==> config.mk <==
export PLATFORM = sky130hd
export DESIGN_NAME = fetch_queue
export DESIGN_NICKNAME = d
export VERILOG_FILES = /design/src/rtl/fetch_queue.sv
export SDC_FILE = /design/constraint.sdc
export NUM_CORES = 1
export LEC_CHECK = 0
export BUFFER_PORTS_ARGS = -buffer_cell sky130_fd_sc_hd__buf_2
export CORE_AREA = 5 5 160 162
export DETAILED_ROUTE_END_ITERATION = 10
export DIE_AREA = 0 0 165 167
export PLACE_DENSITY = 0.81
export SKIP_CTS_REPAIR_TIMING = 1
export SLEW_MARGIN = 20
export SYNTH_ARGS = -nofsm -noshare
export SYNTH_HDL_FRONTEND = slang
export SYNTH_SLANG_ARGS = --single-unit
==> constraint.sdc <==
create_clock -name CLK -period 6.1 [get_ports CLK]
set_clock_uncertainty 0.1 [all_clocks]
set_input_delay 0.61 -clock CLK [delete_from_list [all_inputs] [get_ports CLK]]
set_output_delay 0.61 -clock CLK [all_outputs]
set_load 0.1 [all_outputs]
==> src/rtl/fetch_queue.sv <==
// Instruction fetch queue: credit-based imem requester feeding an in-order
// instruction FIFO, with redirect flush and in-flight response dropping.
module fetch_queue #(
    parameter int              XLEN     = 32,
    parameter int              DEPTH    = 4,
    parameter logic [XLEN-1:0] RESET_PC = '0
) (
    input  logic                     CLK,
    input  logic                     RST,
    input  logic                     EN,
    input  logic                     redir_valid,
    input  logic [XLEN-1:0]          redir_pc,
    output logic                     imem_req,
    output logic [XLEN-1:0]          imem_addr,
    input  logic                     imem_gnt,
    input  logic                     imem_rvalid,
    input  logic [31:0]              imem_rdata,
    output logic                     instr_valid,
    input  logic                     instr_ready,
    output logic [31:0]              instr,
    output logic [XLEN-1:0]          instr_pc,
    output logic [XLEN-1:0]          instr_link,
    output logic                     pc_changed,
    output logic                     misalign,
    output logic [$clog2(DEPTH):0]   occupancy
);

    localparam int PW = $clog2(DEPTH);
    localparam int CW = PW + 1;

    logic [31:0]     r_ins [DEPTH];
    logic [XLEN-1:0] r_pcq [DEPTH];
    logic [PW-1:0]   r_wptr;
    logic [PW-1:0]   r_rptr;
    logic [CW-1:0]   r_count;
    logic [CW-1:0]   r_outstanding;
    logic [CW-1:0]   r_drop_cnt;
    logic [XLEN-1:0] r_fetch_pc;
    logic [XLEN-1:0] r_resp_pc;
    logic            r_pc_changed;
    logic            r_misalign;

    logic [CW:0]     w_credit;
    logic            w_grant;
    logic            w_push;
    logic            w_pop;
    logic            w_drop;
    logic            w_valid;
    logic [XLEN-1:0] w_redir_al;

    // Requests are only issued while queue slots cover every in-flight response.
    assign w_credit   = {1'b0, r_count} + {1'b0, r_outstanding};
    assign imem_req   = !RST & EN & !redir_valid
                      & (w_credit < (CW+1)'(DEPTH));
    assign w_grant    = imem_req & imem_gnt;
    assign w_drop     = imem_rvalid & (r_drop_cnt != '0);
    assign w_push     = imem_rvalid & (r_drop_cnt == '0) & !redir_valid;
    assign w_valid    = (r_count != '0);
    assign w_pop      = w_valid & instr_ready & EN & !redir_valid;
    assign w_redir_al = {redir_pc[XLEN-1:2], 2'b00};

    always_ff @(posedge CLK or posedge RST) begin
        if (RST) begin
            r_fetch_pc    <= RESET_PC;
            r_resp_pc     <= RESET_PC;
            r_wptr        <= '0;
            r_rptr        <= '0;
            r_count       <= '0;
            r_outstanding <= '0;
            r_drop_cnt    <= '0;
            r_pc_changed  <= 1'b0;
            r_misalign    <= 1'b0;
        end else if (redir_valid) begin
            // Everything still in flight after this cycle belongs to the old path.
            r_fetch_pc    <= w_redir_al;
            r_resp_pc     <= w_redir_al;
            r_wptr        <= '0;
            r_rptr        <= '0;
            r_count       <= '0;
            r_outstanding <= r_outstanding - CW'(imem_rvalid);
            r_drop_cnt    <= r_outstanding - CW'(imem_rvalid);
            r_pc_changed  <= 1'b1;
            r_misalign    <= |redir_pc[1:0];
        end else begin
            r_pc_changed  <= 1'b0;
            r_misalign    <= 1'b0;
            if (w_grant) begin
                r_fetch_pc <= r_fetch_pc + XLEN'(4);
            end
            r_outstanding <= r_outstanding + CW'(w_grant) - CW'(imem_rvalid);
            if (w_drop) begin
                r_drop_cnt <= r_drop_cnt - CW'(1);
            end
            if (w_push) begin
                r_resp_pc <= r_resp_pc + XLEN'(4);
                r_wptr    <= r_wptr + PW'(1);
            end
            if (w_pop) begin
                r_rptr <= r_rptr + PW'(1);
            end
            r_count <= r_count + CW'(w_push) - CW'(w_pop);
        end
    end

    always_ff @(posedge CLK) begin
        if (w_push) begin
            r_ins[r_wptr] <= imem_rdata;
            r_pcq[r_wptr] <= r_resp_pc;
        end
    end

    assign imem_addr   = r_fetch_pc;
    assign instr_valid = w_valid;
    assign instr       = w_valid ? r_ins[r_rptr] : 32'h0;
    assign instr_pc    = w_valid ? r_pcq[r_rptr] : '0;
    assign instr_link  = w_valid ? r_pcq[r_rptr] + XLEN'(4) : '0;
    assign pc_changed  = r_pc_changed;
    assign misalign    = r_misalign;
    assign occupancy   = r_count;

endmodule

==> results of run 1 <==
[metrics by stage]
step                      std cells  power, mW
final                          1535       6.57
after global routing           1535       6.79
after CTS                      1534       6.61
after detailed placement       1473       4.49
after global placement         1473       4.46
after floorplan                 986       4.15
[registers in the layout, summed over array words and instances (netlist names)]
signal	cells
r_ins	128
misalign	1
occupancy	3
pc_changed	1
r_wptr	2
r_pcq	120
imem_addr	30
r_resp_pc	30
r_drop_cnt	3
r_rptr	2
r_outstanding	3
[worst min-delay path, cell delays in order]
cell   delay (ns)
buf_2        0.11
inv_2        0.04
buf_4        0.26
[placed cells by master (no fill, tap or decap), drive strengths merged, types with 21 or more instances in the layout]
master	netlist	routed
clkbuf	23	44
mux4	62	62
nor2	59	59
xnor2	38	38
and2	68	68
dfrtp	75	75
buf	29	216
nor3	21	21
nand2	64	64
o21ai	38	38
mux2	24	24
edfxtp	248	248
nand3	30	30
nand4	24	24
inv	21	22
[power groups by stage]
stage          Clock (mW)  Sequential (mW)  Combinational [mW]
2_1_floorplan           0             2.79                1.36
3_3_place_gp            0             2.65                1.81
3_5_place_dp            0             2.65                1.84
4_1_cts              2.15             2.61                1.84
5_1_grt              2.24             2.63                1.92
6_report             2.12             2.61                1.84
[per-layer routing]
layer  track usage [%]  wire [µm]  vias up
li1                  -          -     4138
met1              34.4      13600     4571
met2              38.9      16100      433
met3              4.65       2620       64
met5                 0          0        -
met4              6.44        869        0
[worst max path at each step]
stage | start | end | slack (ns) | depth (start not counted)
3_3_place_gp | r_rptr[0] | instr_link[28] | 1.97 | 6
2_1_floorplan | r_rptr[0] | instr_link[28] | 1.62 | 9
3_5_place_dp | r_rptr[0] | instr_link[28] | 1.88 | 7
5_1_grt | r_rptr[0] | instr_link[28] | 1.04 | 7
6_report | r_rptr[0] | instr_link[28] | 1.29 | 7
4_1_cts | r_rptr[0] | instr_link[28] | 1.27 | 7
[cell type report]
class                   count  area [µm²]  area share [%]
flip-flops and latches    323        9330            55.0
multi-input cells         589        4840            28.5
inverters                  22        82.6           0.487
clock inverters            17         243            1.43
repair buffers            216        1140            6.74
clock buffers              44         920            5.42
well taps                 324         405            2.39
[kinds of logic (layout without fill, tap and decap cells)]
group,count (synthesis),in the layout,synth area share [%]
simple gates,330,330,12.3
fa+ha+maj,19,19,1.74
buf+inv,74,299,2.68
flops,323,323,64.2
other cells,1,6,0.0258
xor+xnor,58,58,3.50
mux,88,88,11.8
compound gates,88,88,3.73
==> results.ini, run 1 <==
[yosys]
synth_ff_type=edfxtp_1
yosysMostFrequentCell=edfxtp_1
synth_edf_count=248
syn_avg_cell_area_um2=14.8
synth.distinct_cells=57
synth_area_um2=14500
synth.top_cell.area_share_pct=51.3
async_flop_share_pct=23.2
seq_area_frac_synth_pct=64.2
yosys_register_bits=323
synth_top_area_cell=edfxtp_1
yosysWarnings=0
synth_common_cells=248 x edfxtp_1, 75 x dfrtp_1, 67 x and2_1, 64 x nand2_1, 59 x nor2_1
syn_inst=981
ys_top_cells_by_area=edfxtp_1 51%, dfrtp_1 13%, mux4_2 8.2%

[route]
post_drt_wl_per_cell_um=21.6
postRouteAntennaNets=0
finalWirelength_um=33200
drc=0
vias=9206
drt_iter0_drc=681
first_pass_iters=5
viasPerCell=6.00

[worst_setup_path]
slowest_stage=dfrtp_4
worstSetupPathType=register to output port
required_ns=5.39
r2r-start=occupancy[1]
cp_max_fo=38
reg2reg_depth=11
slowest_delay_ns=0.89
critPathLaunchType=register
worst-path-buf-inv=1
arrival_ns=4.10
path_cells=mux4_1 -> ha_1 -> nand2_1 -> or2_1 -> or4_1 -> a21oi_1 -> buf_2
timing.rr.end=r_outstanding[2]
r2r_slack_ns=2.61
crit_path_end_kind=output port
cpLargestDelayFamily=simple AND/OR/NAND/NOR gates

[cells_and_area]
area_delta_synth_final_pct=16.8
final_cell_area_um2=17000
post-route-util_pct=70.8
n_fill_cell=1574
final_nets=1276
antennaDiodeCount=0
layout-drive-gt1-share_pct=29.8

[place]
place_hpwl_um=21400
portBuffers=199
dpl_cell_area_um2=15800
post-place-ws_ns=1.88
finalWeightedCongestion=0.839

[power]
vdd_drop_max_mv=0.271
sequentialPowerShare_pct=39.8
power.switching_mw=2.44
clock_power_share_pct=32.2
p_leak_nw=6.36
combPwrFrac_pct=28.0
switching_share_pct=37.1
intPower_mw=4.13
power_density_nw_per_um2=387

[global_route]
grt_pass1_vias=9374
gr-usage-all-layers_pct=24.2
antenna_found_initial=0
grt_overflow=0
grt_max_degree=76
grt_first_pass_wirelength_um=52100

[timing]
max_freq_mhz=208
rsz0062_at_grt=false
maxSlewViolCount=0
layout_min_cycle_time_ns=4.81
min_period_over_period_pct=78.9
finalHoldViolCount=0
setup_violations=0
slew_headroom_pct=21.5
setup_tns_ns=0
layout_setup_ws_ns=1.29
worst_hold_slack_ns=0.0376
worst_pin_slew_ns=1.17

[outcome]
status=complete, no violations

[die]
die_h_um=167
dieWidth_um=165
rows=57
core_um2=24000
die-area_um2=27600
start_util_pct=60.6
io-pin-count=206

[clock_network]
clockBufferDepth=3
cts_tree=yes
clockRootBuffer=clkbuf_16
clk_latency_ns=0.51
clkSinkCount=323
clkTransAtPathRegs_ns=0.06
numCtsBuffers=34
htree_levels=2

[flow_run]
max_cap_viol_count=0

[min_path]
min_path_type=input pin to async pin

Power figures use the tool's default switching activity.
==> inputs of run 2 (changes only) <==
--- a/config.mk
+++ b/config.mk
@@ -6,10 +6,10 @@
 export NUM_CORES = 1
 export LEC_CHECK = 0
 export BUFFER_PORTS_ARGS = -buffer_cell sky130_fd_sc_hd__buf_2
-export CORE_AREA = 5 5 160 162
+export CORE_AREA = 5 5 165 167
 export DETAILED_ROUTE_END_ITERATION = 10
-export DIE_AREA = 0 0 165 167
-export PLACE_DENSITY = 0.81
+export DIE_AREA = 0 0 170 172
+export PLACE_DENSITY = 0.77
 export SKIP_CTS_REPAIR_TIMING = 1
 export SLEW_MARGIN = 20
 export SYNTH_ARGS = -nofsm -noshare
==> constraint.sdc (replaced) <==
create_clock -name CLK -period 5 [get_ports CLK]
set_clock_uncertainty 0.1 [all_clocks]
set_input_delay 0.5 -clock CLK [delete_from_list [all_inputs] [get_ports CLK]]
set_output_delay 0.5 -clock CLK [all_outputs]
set_load 0.1 [all_outputs]
==> run 2 against run 1 <==
Clock power grew 9.4%. Non-clock buffer count increased by 3. Largest power group unchanged. Final cell count grew 0.59%. Global-route usage decreased by 1.7 points.
==> results.ini, run 2 (synthesis results as in run 1) <==
[die]
start_util_pct=56.7  ; -3.9 points
core_um2=25600  ; +6.9%
dieWidth_um=170  ; +3.0%
die-area_um2=29200  ; +6.1%
io-pin-count=206  ; unchanged
die_h_um=172  ; +3.0%
rows=59  ; +3.5%

[cells_and_area]
reg_top3=r_ins x128, r_pcq x120
largest_register_ffs=128  ; unchanged
layout_commonest_cell=edfxtp_1
final_cell_mix=248 x edfxtp_1, 199 x buf_2, 73 x dfrtp_1, 67 x and2_1, 64 x nand2_1
top_register=r_ins
layout-drive-gt1-share_pct=29.4  ; -0.36 points
finalNonFillerCells=1544  ; +0.59%
antennaDiodeCount=0  ; unchanged
area_delta_synth_final_pct=16.0
final_nets=1279  ; +0.24%

[timing]
worst_pin_slew_ns=1.11  ; -0.0658 ns
rsz0062_at_grt=false
layout_min_cycle_time_ns=4.42
maxSlewViolCount=0  ; unchanged
setup_tns_ns=0  ; unchanged
min_period_over_period_pct=88.4
finalHoldViolCount=0  ; unchanged
setup_violations=0  ; unchanged
slew_headroom_pct=25.9  ; +4.4 points
max_freq_mhz=226
layout_setup_ws_ns=0.581  ; -0.706 ns

[place]
portBuffers=199  ; unchanged
place_hpwl_um=21800  ; +1.8%
post-place-ws_ns=1.12  ; -0.758 ns
finalWeightedCongestion=0.874  ; +4.2%
placed_cells=1487  ; +0.95%

[global_route]
gr-usage-all-layers_pct=22.5  ; -1.7 points
grt_overflow=0  ; unchanged
grt_max_degree=65  ; -14%
antenna_found_initial=0  ; unchanged
grt_first_pass_wirelength_um=51400  ; -1.3%
grt_pass1_vias=9215  ; -1.7%

[worst_setup_path]
worst-path-buf-inv=1  ; unchanged
arrival_ns=3.82  ; -0.28 ns
cpLargestDelayFamily=simple AND/OR/NAND/NOR gates
slowest_delay_ns=0.76  ; -0.13 ns
path_cells=mux4_1 -> nand4_1 -> or3_1 -> or4_1 -> a21oi_1 -> buf_2
critPathLaunchType=register
required_ns=4.40  ; -0.99 ns
slowest_stage=dfrtp_4
worstSetupPathType=register to output port
crit_path_end_kind=output port
cp_max_fo=28  ; -26%

[power]
power_density_nw_per_um2=459  ; +19%
p_leak_nw=6.29  ; -1.1%
vdd_drop_max_mv=0.311  ; +15%
power.total_mw=7.74  ; +18%

[route]
postRouteAntennaNets=0  ; unchanged
drt_iter0_drc=721  ; +5.9%
post_drt_wl_per_cell_um=21.3  ; -1.4%
finalWirelength_um=32900  ; -0.80%
vias=9208  ; +0.022%
viasPerCell=5.96  ; -0.56%
first_pass_iters=7  ; +2
drc=0  ; unchanged

[min_path]
min_path_type=input pin to register

[clock_network]
htree_levels=2  ; unchanged
clockRootBuffer=clkbuf_16
numCtsBuffers=34  ; unchanged
clkSinkCount=323  ; unchanged
clk_latency_ns=0.50  ; about the same
cts_tree=yes
clkTransAtPathRegs_ns=0.06  ; about the same
clockBufferDepth=3  ; unchanged

[outcome]
status=complete, no violations

[flow_run]
max_cap_viol_count=0  ; unchanged

==> run 2: changes by cell type in the layout (fill, tap and decap cells not counted) <==
cell           change
and3_4             +1
buf_12             +1
dlygate4sd3_1      +1
inv_8              -1
clkinv_8           -2
buf_16             -1
inv_6              +1
clkinv_4           -1
clkbuf_1           -1
buf_4              +2
inv_1              -1
and3_2             -1
bufinv_16          -4
clkinv_1           +4
==> run 2: worst reg2reg max path, cell delays in order (launching register included) <==
cell,delay [ns]
dfrtp_1,0.46
nor3_2,0.40
clkinv_1,0.42
buf_4,0.40
nand3_1,0.23
nor2_1,0.06
ha_1,0.31
inv_1,0.06
ha_1,0.13
inv_1,0.04
fa_1,0.37
xnor2_1,0.16
nor2_1,0.06
==> run 2: stage by stage <==
| step | util [%] | cell area, µm² | hold slack (ns) |
|---|---|---|---|
| 2_1_floorplan | - | 14500 | 0.384 |
| 3_3_place_gp | 61.8 | 15800 | 0.402 |
| 3_5_place_dp | 61.8 | 15800 | 0.417 |
| 4_1_cts | 65.7 | 16800 | -0.0455 |
| 5_1_grt | 65.7 | 16800 | 0.104 |
| 6_report | 65.7 | 16800 | 0.113 |
==> run 2: metal layers <==
metal / wire length [µm] / share of wire (%) / vias to the layer above / track usage [%]
met1: 14100 / 43 / 4566 / 33.9
met5: 0 / 0 / - / 0
met2: 15400 / 47 / 449 / 35.2
met3: 2850 / 8.7 / 44 / 4.05
met4: 546 / 1.7 / 0 / 4.55
li1: - / - / 4149 / -
==> run 2: power breakdown <==
group          internal, mW  switching [mW]  leakage [nW]
registers              3.04           0.147          3.14
clock network          1.34           0.977         0.493
logic                 0.431            1.80          2.66
==> run 2: final timing paths <==
kind / startpoint / end / slack (ns) / cells past startpoint
hold reg to reg: imem_addr[27] / imem_addr[27] / 0.43 / 1
hold / removal: imem_rdata[7] / r_ins[3][7] / 0.11 / 1
max in group asynchronous: RST / r_drop_cnt[1] / 3.21 / 4
setup / recovery: r_rptr[0] / instr_link[28] / 0.58 / 6
setup reg to reg: occupancy[1] / occupancy[2] / 1.66 / 12
min in group asynchronous: RST / r_resp_pc[29] / 0.52 / 3
==> run 2: final cells by class <==
class                      count  area, µm²
sequential                   323       9330
fill                        1772       8770
clock inverter                13       90.1
multi-input combinational    589       4840
tap                          335        419
clock buffer                  43        916
timing repair buffer         219       1160
inverter                      22       82.6
